$ cat src/rtl/hazard_scoreboard_pkg.sv
`default_nettype none
// ============================================================================
// Module   : hazard_scoreboard_pkg
// Brief    : Shared constants and default sizing for the hazard scoreboard.
// Revision : 1.0  initial release
// ============================================================================
package hazard_scoreboard_pkg;

  localparam int         DEFAULT_NREGS    = 32;
  localparam int         DEFAULT_MAX_PEND = 4;
  localparam logic [1:0] RESULT_SRC_LOAD  = 2'b01;

endpackage
`default_nettype wire

$ cat src/rtl/hazard_scoreboard_if.sv
`default_nettype none
// ============================================================================
// Module   : hazard_scoreboard_if
// Brief    : Pipeline-side bundle between datapath (master) and scoreboard (slave).
// Revision : 1.0  initial release
// ============================================================================
interface hazard_scoreboard_if
  import hazard_scoreboard_pkg::*;
#(
  parameter int NREGS    = DEFAULT_NREGS,
  parameter int RW       = $clog2(NREGS),
  parameter int MAX_PEND = DEFAULT_MAX_PEND,
  parameter int PW       = $clog2(MAX_PEND + 1)
);

  logic [1:0]       resultSrcE;
  logic             branchTakenE;
  logic [RW-1:0]    rdE;
  logic             issueLongE;
  logic [RW-1:0]    rs1D;
  logic [RW-1:0]    rs2D;
  logic [RW-1:0]    rdD;
  logic             useRs1D;
  logic             useRs2D;
  logic             longD;
  logic             wbValid;
  logic [RW-1:0]    wbRd;
  logic             pc_write;
  logic             stallF;
  logic             stallD;
  logic             flushD;
  logic             flushE;
  logic [NREGS-1:0] busy_vec;
  logic [PW-1:0]    pend_cnt;

  modport master (
    output resultSrcE, branchTakenE, rdE, issueLongE,
    output rs1D, rs2D, rdD, useRs1D, useRs2D, longD,
    output wbValid, wbRd,
    input  pc_write, stallF, stallD, flushD, flushE, busy_vec, pend_cnt
  );

  modport slave (
    input  resultSrcE, branchTakenE, rdE, issueLongE,
    input  rs1D, rs2D, rdD, useRs1D, useRs2D, longD,
    input  wbValid, wbRd,
    output pc_write, stallF, stallD, flushD, flushE, busy_vec, pend_cnt
  );

endinterface
`default_nettype wire

$ cat src/rtl/hazard_scoreboard_sat_updown_counter.sv
`default_nettype none
// ============================================================================
// Module   : sat_updown_counter
// Brief    : Up/down counter saturating at 0 and MAX; simultaneous inc+dec holds.
// Revision : 1.0  initial release
// ============================================================================
module sat_updown_counter #(
  parameter int WIDTH = 3,
  parameter int MAX   = 4
) (
  input  logic             clk,
  input  logic             rst_n,
  input  logic             inc,
  input  logic             dec,
  output logic [WIDTH-1:0] count
);

  localparam logic [WIDTH-1:0] MAX_V = WIDTH'(MAX);

  logic [WIDTH-1:0] count_q;
  logic [WIDTH-1:0] count_d;

  always_comb begin
    count_d = count_q;
    if (inc && !dec && (count_q != MAX_V)) begin
      count_d = count_q + WIDTH'(1);
    end else if (dec && !inc && (count_q != '0)) begin
      count_d = count_q - WIDTH'(1);
    end
  end

  always_ff @(posedge clk or negedge rst_n) begin
    if (!rst_n) begin
      count_q <= '0;
    end else begin
      count_q <= count_d;
    end
  end

  assign count = count_q;

endmodule
`default_nettype wire

$ cat src/rtl/hazard_scoreboard.sv
`default_nettype none
// ============================================================================
// Module   : hazard_scoreboard
// Brief    : Load-use / long-latency scoreboard hazard unit with branch flush.
//            Optional HAZARD_PERF_EN adds stall_cnt / flush_cnt counters.
// Revision : 1.0  initial release
// ============================================================================
module hazard_scoreboard
  import hazard_scoreboard_pkg::*;
#(
  parameter int NREGS    = DEFAULT_NREGS,
  parameter int RW       = $clog2(NREGS),
  parameter int MAX_PEND = DEFAULT_MAX_PEND,
  parameter int PW       = $clog2(MAX_PEND + 1)
) (
  input  logic               clk,
  input  logic               rst_n,
  hazard_scoreboard_if.slave hz
`ifdef HAZARD_PERF_EN
  ,
  output logic [31:0]        stall_cnt,
  output logic [31:0]        flush_cnt
`endif
);

  logic [NREGS-1:0] busy_q;
  logic [NREGS-1:0] busy_d;
  logic [NREGS-1:0] w_clr;
  logic [NREGS-1:0] w_set;
  logic [NREGS-1:0] w_busy_eff;
  logic [PW-1:0]    w_pend;
  logic             w_issue;
  logic             w_load_use;
  logic             w_sb_haz;
  logic             w_full_haz;
  logic             w_stall;

  assign w_issue = hz.issueLongE && (hz.rdE != '0);

  for (genvar r = 0; r < NREGS; r++) begin : g_busy_bit
    assign w_clr[r] = hz.wbValid && (hz.wbRd == RW'(r));
    assign w_set[r] = w_issue && (hz.rdE == RW'(r));
  end

  // A completing writeback is visible to D in the same cycle, so it masks its own busy bit.
  assign w_busy_eff = busy_q & ~w_clr;
  assign busy_d     = (w_busy_eff | w_set) & ~NREGS'(1);

  always_ff @(posedge clk or negedge rst_n) begin
    if (!rst_n) begin
      busy_q <= '0;
    end else begin
      busy_q <= busy_d;
    end
  end

  sat_updown_counter #(
    .WIDTH (PW),
    .MAX   (MAX_PEND)
  ) u_pend_cnt (
    .clk   (clk),
    .rst_n (rst_n),
    .inc   (w_issue),
    .dec   (hz.wbValid),
    .count (w_pend)
  );

  assign w_load_use = (hz.resultSrcE == RESULT_SRC_LOAD) && (hz.rdE != '0) &&
                      ((hz.useRs1D && (hz.rdE == hz.rs1D)) ||
                       (hz.useRs2D && (hz.rdE == hz.rs2D)));

  assign w_sb_haz   = (hz.useRs1D && w_busy_eff[hz.rs1D]) ||
                      (hz.useRs2D && w_busy_eff[hz.rs2D]) ||
                      ((hz.rdD != '0) && w_busy_eff[hz.rdD]);

  assign w_full_haz = hz.longD && (w_pend == PW'(MAX_PEND)) && !hz.wbValid;
  assign w_stall    = w_load_use || w_sb_haz || w_full_haz;

  // A taken branch squashes both younger stages, so stalling them is pointless.
  assign hz.pc_write = hz.branchTakenE ? 1'b1 : !w_stall;
  assign hz.stallF   = hz.branchTakenE ? 1'b0 : w_stall;
  assign hz.stallD   = hz.branchTakenE ? 1'b0 : w_stall;
  assign hz.flushD   = hz.branchTakenE;
  assign hz.flushE   = hz.branchTakenE || w_stall;
  assign hz.busy_vec = busy_q;
  assign hz.pend_cnt = w_pend;

`ifdef HAZARD_PERF_EN
  logic [31:0] stall_cnt_q;
  logic [31:0] flush_cnt_q;

  always_ff @(posedge clk or negedge rst_n) begin
    if (!rst_n) begin
      stall_cnt_q <= '0;
      flush_cnt_q <= '0;
    end else begin
      if (w_stall && !hz.branchTakenE) begin
        stall_cnt_q <= stall_cnt_q + 32'd1;
      end
      if (hz.branchTakenE) begin
        flush_cnt_q <= flush_cnt_q + 32'd1;
      end
    end
  end

  assign stall_cnt = stall_cnt_q;
  assign flush_cnt = flush_cnt_q;
`endif

endmodule
`default_nettype wire

$ cat src/flat_wrapper.sv
// flat-port wrapper written by rule: the top's interface ports become plain ports
module hazard_scoreboard_flat import hazard_scoreboard_pkg::*;
#(
  parameter int NREGS    = DEFAULT_NREGS,
  parameter int RW       = $clog2(NREGS),
  parameter int MAX_PEND = DEFAULT_MAX_PEND,
  parameter int PW       = $clog2(MAX_PEND + 1)
)
  (clk, rst_n, hz_resultSrcE, hz_branchTakenE, hz_rdE, hz_issueLongE, hz_rs1D, hz_rs2D, hz_rdD, hz_useRs1D, hz_useRs2D, hz_longD, hz_wbValid, hz_wbRd, hz_pc_write, hz_stallF, hz_stallD, hz_flushD, hz_flushE, hz_busy_vec, hz_pend_cnt);
  hazard_scoreboard_if #(.NREGS(NREGS), .RW(RW), .MAX_PEND(MAX_PEND), .PW(PW)) hz_i ();
  input  logic clk;
  input  logic rst_n;
  input wire logic [$bits(hz_i.resultSrcE)-1:0] hz_resultSrcE;
  input wire logic [$bits(hz_i.branchTakenE)-1:0] hz_branchTakenE;
  input wire logic [$bits(hz_i.rdE)-1:0] hz_rdE;
  input wire logic [$bits(hz_i.issueLongE)-1:0] hz_issueLongE;
  input wire logic [$bits(hz_i.rs1D)-1:0] hz_rs1D;
  input wire logic [$bits(hz_i.rs2D)-1:0] hz_rs2D;
  input wire logic [$bits(hz_i.rdD)-1:0] hz_rdD;
  input wire logic [$bits(hz_i.useRs1D)-1:0] hz_useRs1D;
  input wire logic [$bits(hz_i.useRs2D)-1:0] hz_useRs2D;
  input wire logic [$bits(hz_i.longD)-1:0] hz_longD;
  input wire logic [$bits(hz_i.wbValid)-1:0] hz_wbValid;
  input wire logic [$bits(hz_i.wbRd)-1:0] hz_wbRd;
  output wire logic [$bits(hz_i.pc_write)-1:0] hz_pc_write;
  output wire logic [$bits(hz_i.stallF)-1:0] hz_stallF;
  output wire logic [$bits(hz_i.stallD)-1:0] hz_stallD;
  output wire logic [$bits(hz_i.flushD)-1:0] hz_flushD;
  output wire logic [$bits(hz_i.flushE)-1:0] hz_flushE;
  output wire logic [$bits(hz_i.busy_vec)-1:0] hz_busy_vec;
  output wire logic [$bits(hz_i.pend_cnt)-1:0] hz_pend_cnt;
  assign hz_i.resultSrcE = hz_resultSrcE;
  assign hz_i.branchTakenE = hz_branchTakenE;
  assign hz_i.rdE = hz_rdE;
  assign hz_i.issueLongE = hz_issueLongE;
  assign hz_i.rs1D = hz_rs1D;
  assign hz_i.rs2D = hz_rs2D;
  assign hz_i.rdD = hz_rdD;
  assign hz_i.useRs1D = hz_useRs1D;
  assign hz_i.useRs2D = hz_useRs2D;
  assign hz_i.longD = hz_longD;
  assign hz_i.wbValid = hz_wbValid;
  assign hz_i.wbRd = hz_wbRd;
  assign hz_pc_write = hz_i.pc_write;
  assign hz_stallF = hz_i.stallF;
  assign hz_stallD = hz_i.stallD;
  assign hz_flushD = hz_i.flushD;
  assign hz_flushE = hz_i.flushE;
  assign hz_busy_vec = hz_i.busy_vec;
  assign hz_pend_cnt = hz_i.pend_cnt;
  hazard_scoreboard #(.NREGS(NREGS), .RW(RW), .MAX_PEND(MAX_PEND), .PW(PW)) u_core (.clk(clk), .rst_n(rst_n), .hz(hz_i));
endmodule
$ cat config.mk
export PLATFORM = sky130hd
export DESIGN_NAME = hazard_scoreboard_flat
export DESIGN_NICKNAME = d
export VERILOG_FILES = /design/src/rtl/hazard_scoreboard_pkg.sv /design/src/rtl/hazard_scoreboard_if.sv /design/src/rtl/hazard_scoreboard_sat_updown_counter.sv /design/src/rtl/hazard_scoreboard.sv /design/src/flat_wrapper.sv
export SDC_FILE = /design/constraint.sdc
export NUM_CORES = 1
export LEC_CHECK = 0
export ABC_AREA = 0
export CELL_PAD_IN_SITES_DETAIL_PLACEMENT = 1
export CELL_PAD_IN_SITES_GLOBAL_PLACEMENT = 2
export CORE_AREA = 2 2 114 116
export DETAILED_ROUTE_END_ITERATION = 10
export DIE_AREA = 0 0 116 118
export GPL_TIMING_DRIVEN = 0
export HOLD_SLACK_MARGIN = 0.12
export PLACE_DENSITY = 0.86
export SLEW_MARGIN = 5
export SYNTH_ARGS = -nofsm -noshare
export SYNTH_HDL_FRONTEND = slang
export SYNTH_SLANG_ARGS = --single-unit
$ cat constraint.sdc
create_clock -name clk -period 2 [get_ports clk]
set_input_delay 0.2 -clock clk [delete_from_list [all_inputs] [get_ports clk]]
set_output_delay 0.2 -clock clk [all_outputs]
set_load 0.03 [all_outputs]
==> metrics.md <==
| Metric | Value |
|---|---|
| Status | `finished with violations` |
| Failing checks | `negative setup slack` |
| R2R depth | `8` |
| Fin crit share | `1.27` |
| CP Max Fanout | `10` |
| Pre-antenna DRT Iters | `4` |
| Part of the Yosys area used for sequential elements | `0.258` |
| Peak supply drop | `0.620 mV` |
| Netlist cell types | `66` |
| Startpoint Class | `primary input` |
| Cell Pwr Density | `845 mW/mm2` |
| Critical path class | `primary input to primary output` |
| #FFs+latches synth | `34` |
| Clock root buffer | `clkbuf_16` |
| Class of the worst hold path | `primary input to flip-flop` |
| Via Count | `3729` |
| Highest routed layer | `met4` |
| Total power | `0.00405 W` |
| Total clock buffers created by CTS | `5` |
| Largest net degree at the start of global routing | `35` |
| Mapped cell area | `0.00330 mm2` |
| Max Slew Vio Count | `0` |
| Final nets | `519` |
| Reg-to-Reg Start | `u_core.u_pend_cnt.count[2]$_DFFE_PN0P_` |
| Tmin final | `2.55 ns` |
| Leak | `1.79 nW` |
| Worst Hold End | `u_core.hz.busy_vec[4]$_DFF_PN0_` |
| Initial antenna violation count | `0` |
| Net Sw Frac | `0.422` |
| Residual DRC | `0` |
| Met2 routed WL | `6.98 mm` |
| Layout area overhead | `45.4%` |
| Vias per cell | `5.68` |
| Setup Skew | `0.0000911 ns` |
| Psw | `0.00171 W` |
| Cell Rows | `41` |
| Ys async rst share | `1.00` |
| Worst-path clk slew | `0.05 ns` |
| Antenna-violating nets left | `0` |
| Seq pwr share | `0.289` |
| Hold_sp | `hz_rdE[2]` |
| Total GRT Usage | `0.212` |
| Total gr overflow | `0` |
| WL met3 | `783 um` |
| Die Ht | `118 um` |
| Gate Count Post-Synth | `384` |
| Fmax | `392 MHz` |
| Most common cell after layout, fill and taps aside | `o21ai_0` |
| RSZ-0062 raised after global routing | `yes` |
| CTS H-Tree Depth | `2` |
| DP Wirelength | `10.7 mm` |
| Clk_lat worst skew | `0.28 ns` |
| Slew headroom | `0.485` |
| First-pass GRT wire length | `22.4 mm` |
| CTS Sinks | `34` |
| Fin. Hold Viols | `0` |
| Hold Crit Depth | `3` |
| Routed length on met1 | `6.37 mm` |
| Data arrival, critical path | `2.35 ns` |
| WHS | `0.230 ns` |
| Core region area | `0.0124 mm2` |
| Worst EP required | `1.80 ns` |
| I/O Buffers | `59` |
| Mean Syn Cell Area | `8.59 um2` |
| Worst Setup End Kind | `primary output` |
| Vias in the first global route | `3838` |
| I/O Pins | `75` |
| Share of layout cells above drive strength 1 | `0.329` |
| Final GP Congestion | `0.931` |
| Clk pwr share | `0.209` |
| Most frequent cells in the layout | `o21ai_0 (62), clkdlybuf4s50_1 (46), buf_4 (33)` |
| Combinational power share | `0.503` |
| Synth Flop Type | `dfrtp_1` |
| Initial Utilization | `0.266` |
| Post-synth EDFFs | `0` |
| DIE AREA | `0.0137 mm2` |
| Die width | `116 um` |
| Post-Route WL | `14.4 mm` |
| YS warnings | `0` |
| R2R Setup Slk | `0.07 ns` |
| Number of max-cap violations | `0` |
| Diode count | `0` |
| Reg-to-reg endpoint | `u_core.u_pend_cnt.count[2]$_DFFE_PN0P_` |
| Slew @ Worst Pin | `0.772 ns` |
| Clock Path Buffers | `2` |
| Starting DRC count in detailed routing | `313` |
| Int Pwr | `0.00234 W` |
| Final setup viols | `5` |
| CTS tree | `built` |
| Post-Syn Nets | `420` |
| Routed WL per cell | `22.0 um` |
| Setup ws final | `-0.548 ns` |
-- synth_stat cells (6+ instances only) --
master,n,area share
o211ai_1,14,0.032
inv_1,6,0.0068
o2111ai_1,10,0.027
buf_2,10,0.015
xor2_1,11,0.029
mux2_2,13,0.044
dfrtp_1,34,0.26
nand2b_1,11,0.021
nand3_1,14,0.021
a311oi_1,9,0.024
nand2_1,15,0.017
nor2b_1,7,0.013
mux2i_1,22,0.067
nor3_1,8,0.012
buf_4,9,0.020
nor2_1,17,0.019
clkbuf_1,12,0.014
o21ai_0,64,0.097
-- power groups by stage --
| stage | Clock [W] | Sequential (W) | Combinational, W |
|---|---|---|---|
| floorplan | 0 | 0.00141 | 0.000813 |
| global placement | 0 | 0.00117 | 0.00182 |
| detailed placement | 0 | 0.00117 | 0.00185 |
| CTS | 0.000858 | 0.00116 | 0.00200 |
| global route | 0.000889 | 0.00119 | 0.00217 |
| finish | 0.000844 | 0.00117 | 0.00204 |
-- what timing repair did --
item | in CTS | in global routing
gates resized for setup | 87 | 14
endpoints found under the setup margin | 6 | 5
pin swaps | 30 | 14
buffers inserted | 24 | 6
endpoints found under the hold margin | 34 | 0
gates cloned | 2 | 0
hold buffers | 1 | 0
-- state kept, by name, indices dropped and copies added (netlist names) --
register,count
u_core.hz.busy_vec,31
u_core.u_pend_cnt.count,3
-- worst max-delay path, cell delays in order --
cell and delay, ns:
clkdlybuf4s15_2 0.24, buf_6 0.18, buf_4 0.21, nand2_2 0.13, o311ai_2 0.30, o2111ai_2 0.19, a211oi_2 0.27, o2111ai_2 0.20
nor2b_4 0.18, buf_6 0.11, buf_6 0.12
-- worst max-delay path by stage --
stage | startpoint | to | depth (start not counted)
final | hz_wbRd[1] | hz_stallF | 11
after global routing | hz_wbRd[1] | hz_stallF | 11
after CTS | u_core.hz.busy_vec[13]$_DFF_PN0_ | hz_flushE | 8
after detailed placement | hz_wbValid | hz_stallF | 11
after global placement | hz_wbRd[1] | hz_stallF | 11
after floorplan | u_core.hz.busy_vec[8]$_DFF_PN0_ | hz_stallF | 8
-- kinds of logic after synthesis --
family	Yosys count	synth area share
AOI/OAI and AO/OA	141	0.282
and+or+nand+nor	113	0.219
buffers and inverters	41	0.0653
muxes	36	0.118
DFF	34	0.258
xor gates and xnor gates	17	0.0509
adders and majority gates	1	0.00607
other	1	0.00114
-- routing by layer --
metal | up-vias | track usage
li1 | 1673 | -
met1 | 1885 | 0.289
met2 | 144 | 0.351
met3 | 27 | 0.0232
met4 | 0 | 0.0573
met5 | - | 0
-- layout make-up --
| type | count | area [um2] |
|---|---|---|
| Tap cell | 172 | 215 |
| Fill cell | 1475 | 7620 |
| Clock buffer | 8 | 166 |
| Sequential cell | 34 | 871 |
| Multi-Input combinational cell | 309 | 2410 |
| Timing Repair Buffer | 92 | 831 |
| Inverter | 6 | 22.5 |
| Buffer | 35 | 274 |
-- stage by stage --
stage	util	instances	instance area, um2	setup WS [ns]	setup TNS (ns)
after floorplan	-	384	3400	-0.0638	-0.145
after global placement	0.339	615	4210	-1.55	-8.04
after detailed placement	0.338	615	4200	-1.57	-7.32
after CTS	0.379	650	4700	-0.506	-1.75
after global routing	0.386	656	4790	-0.629	-2.37
final	0.386	656	4790	-0.548	-1.95
Power figures use the tool's default switching activity.
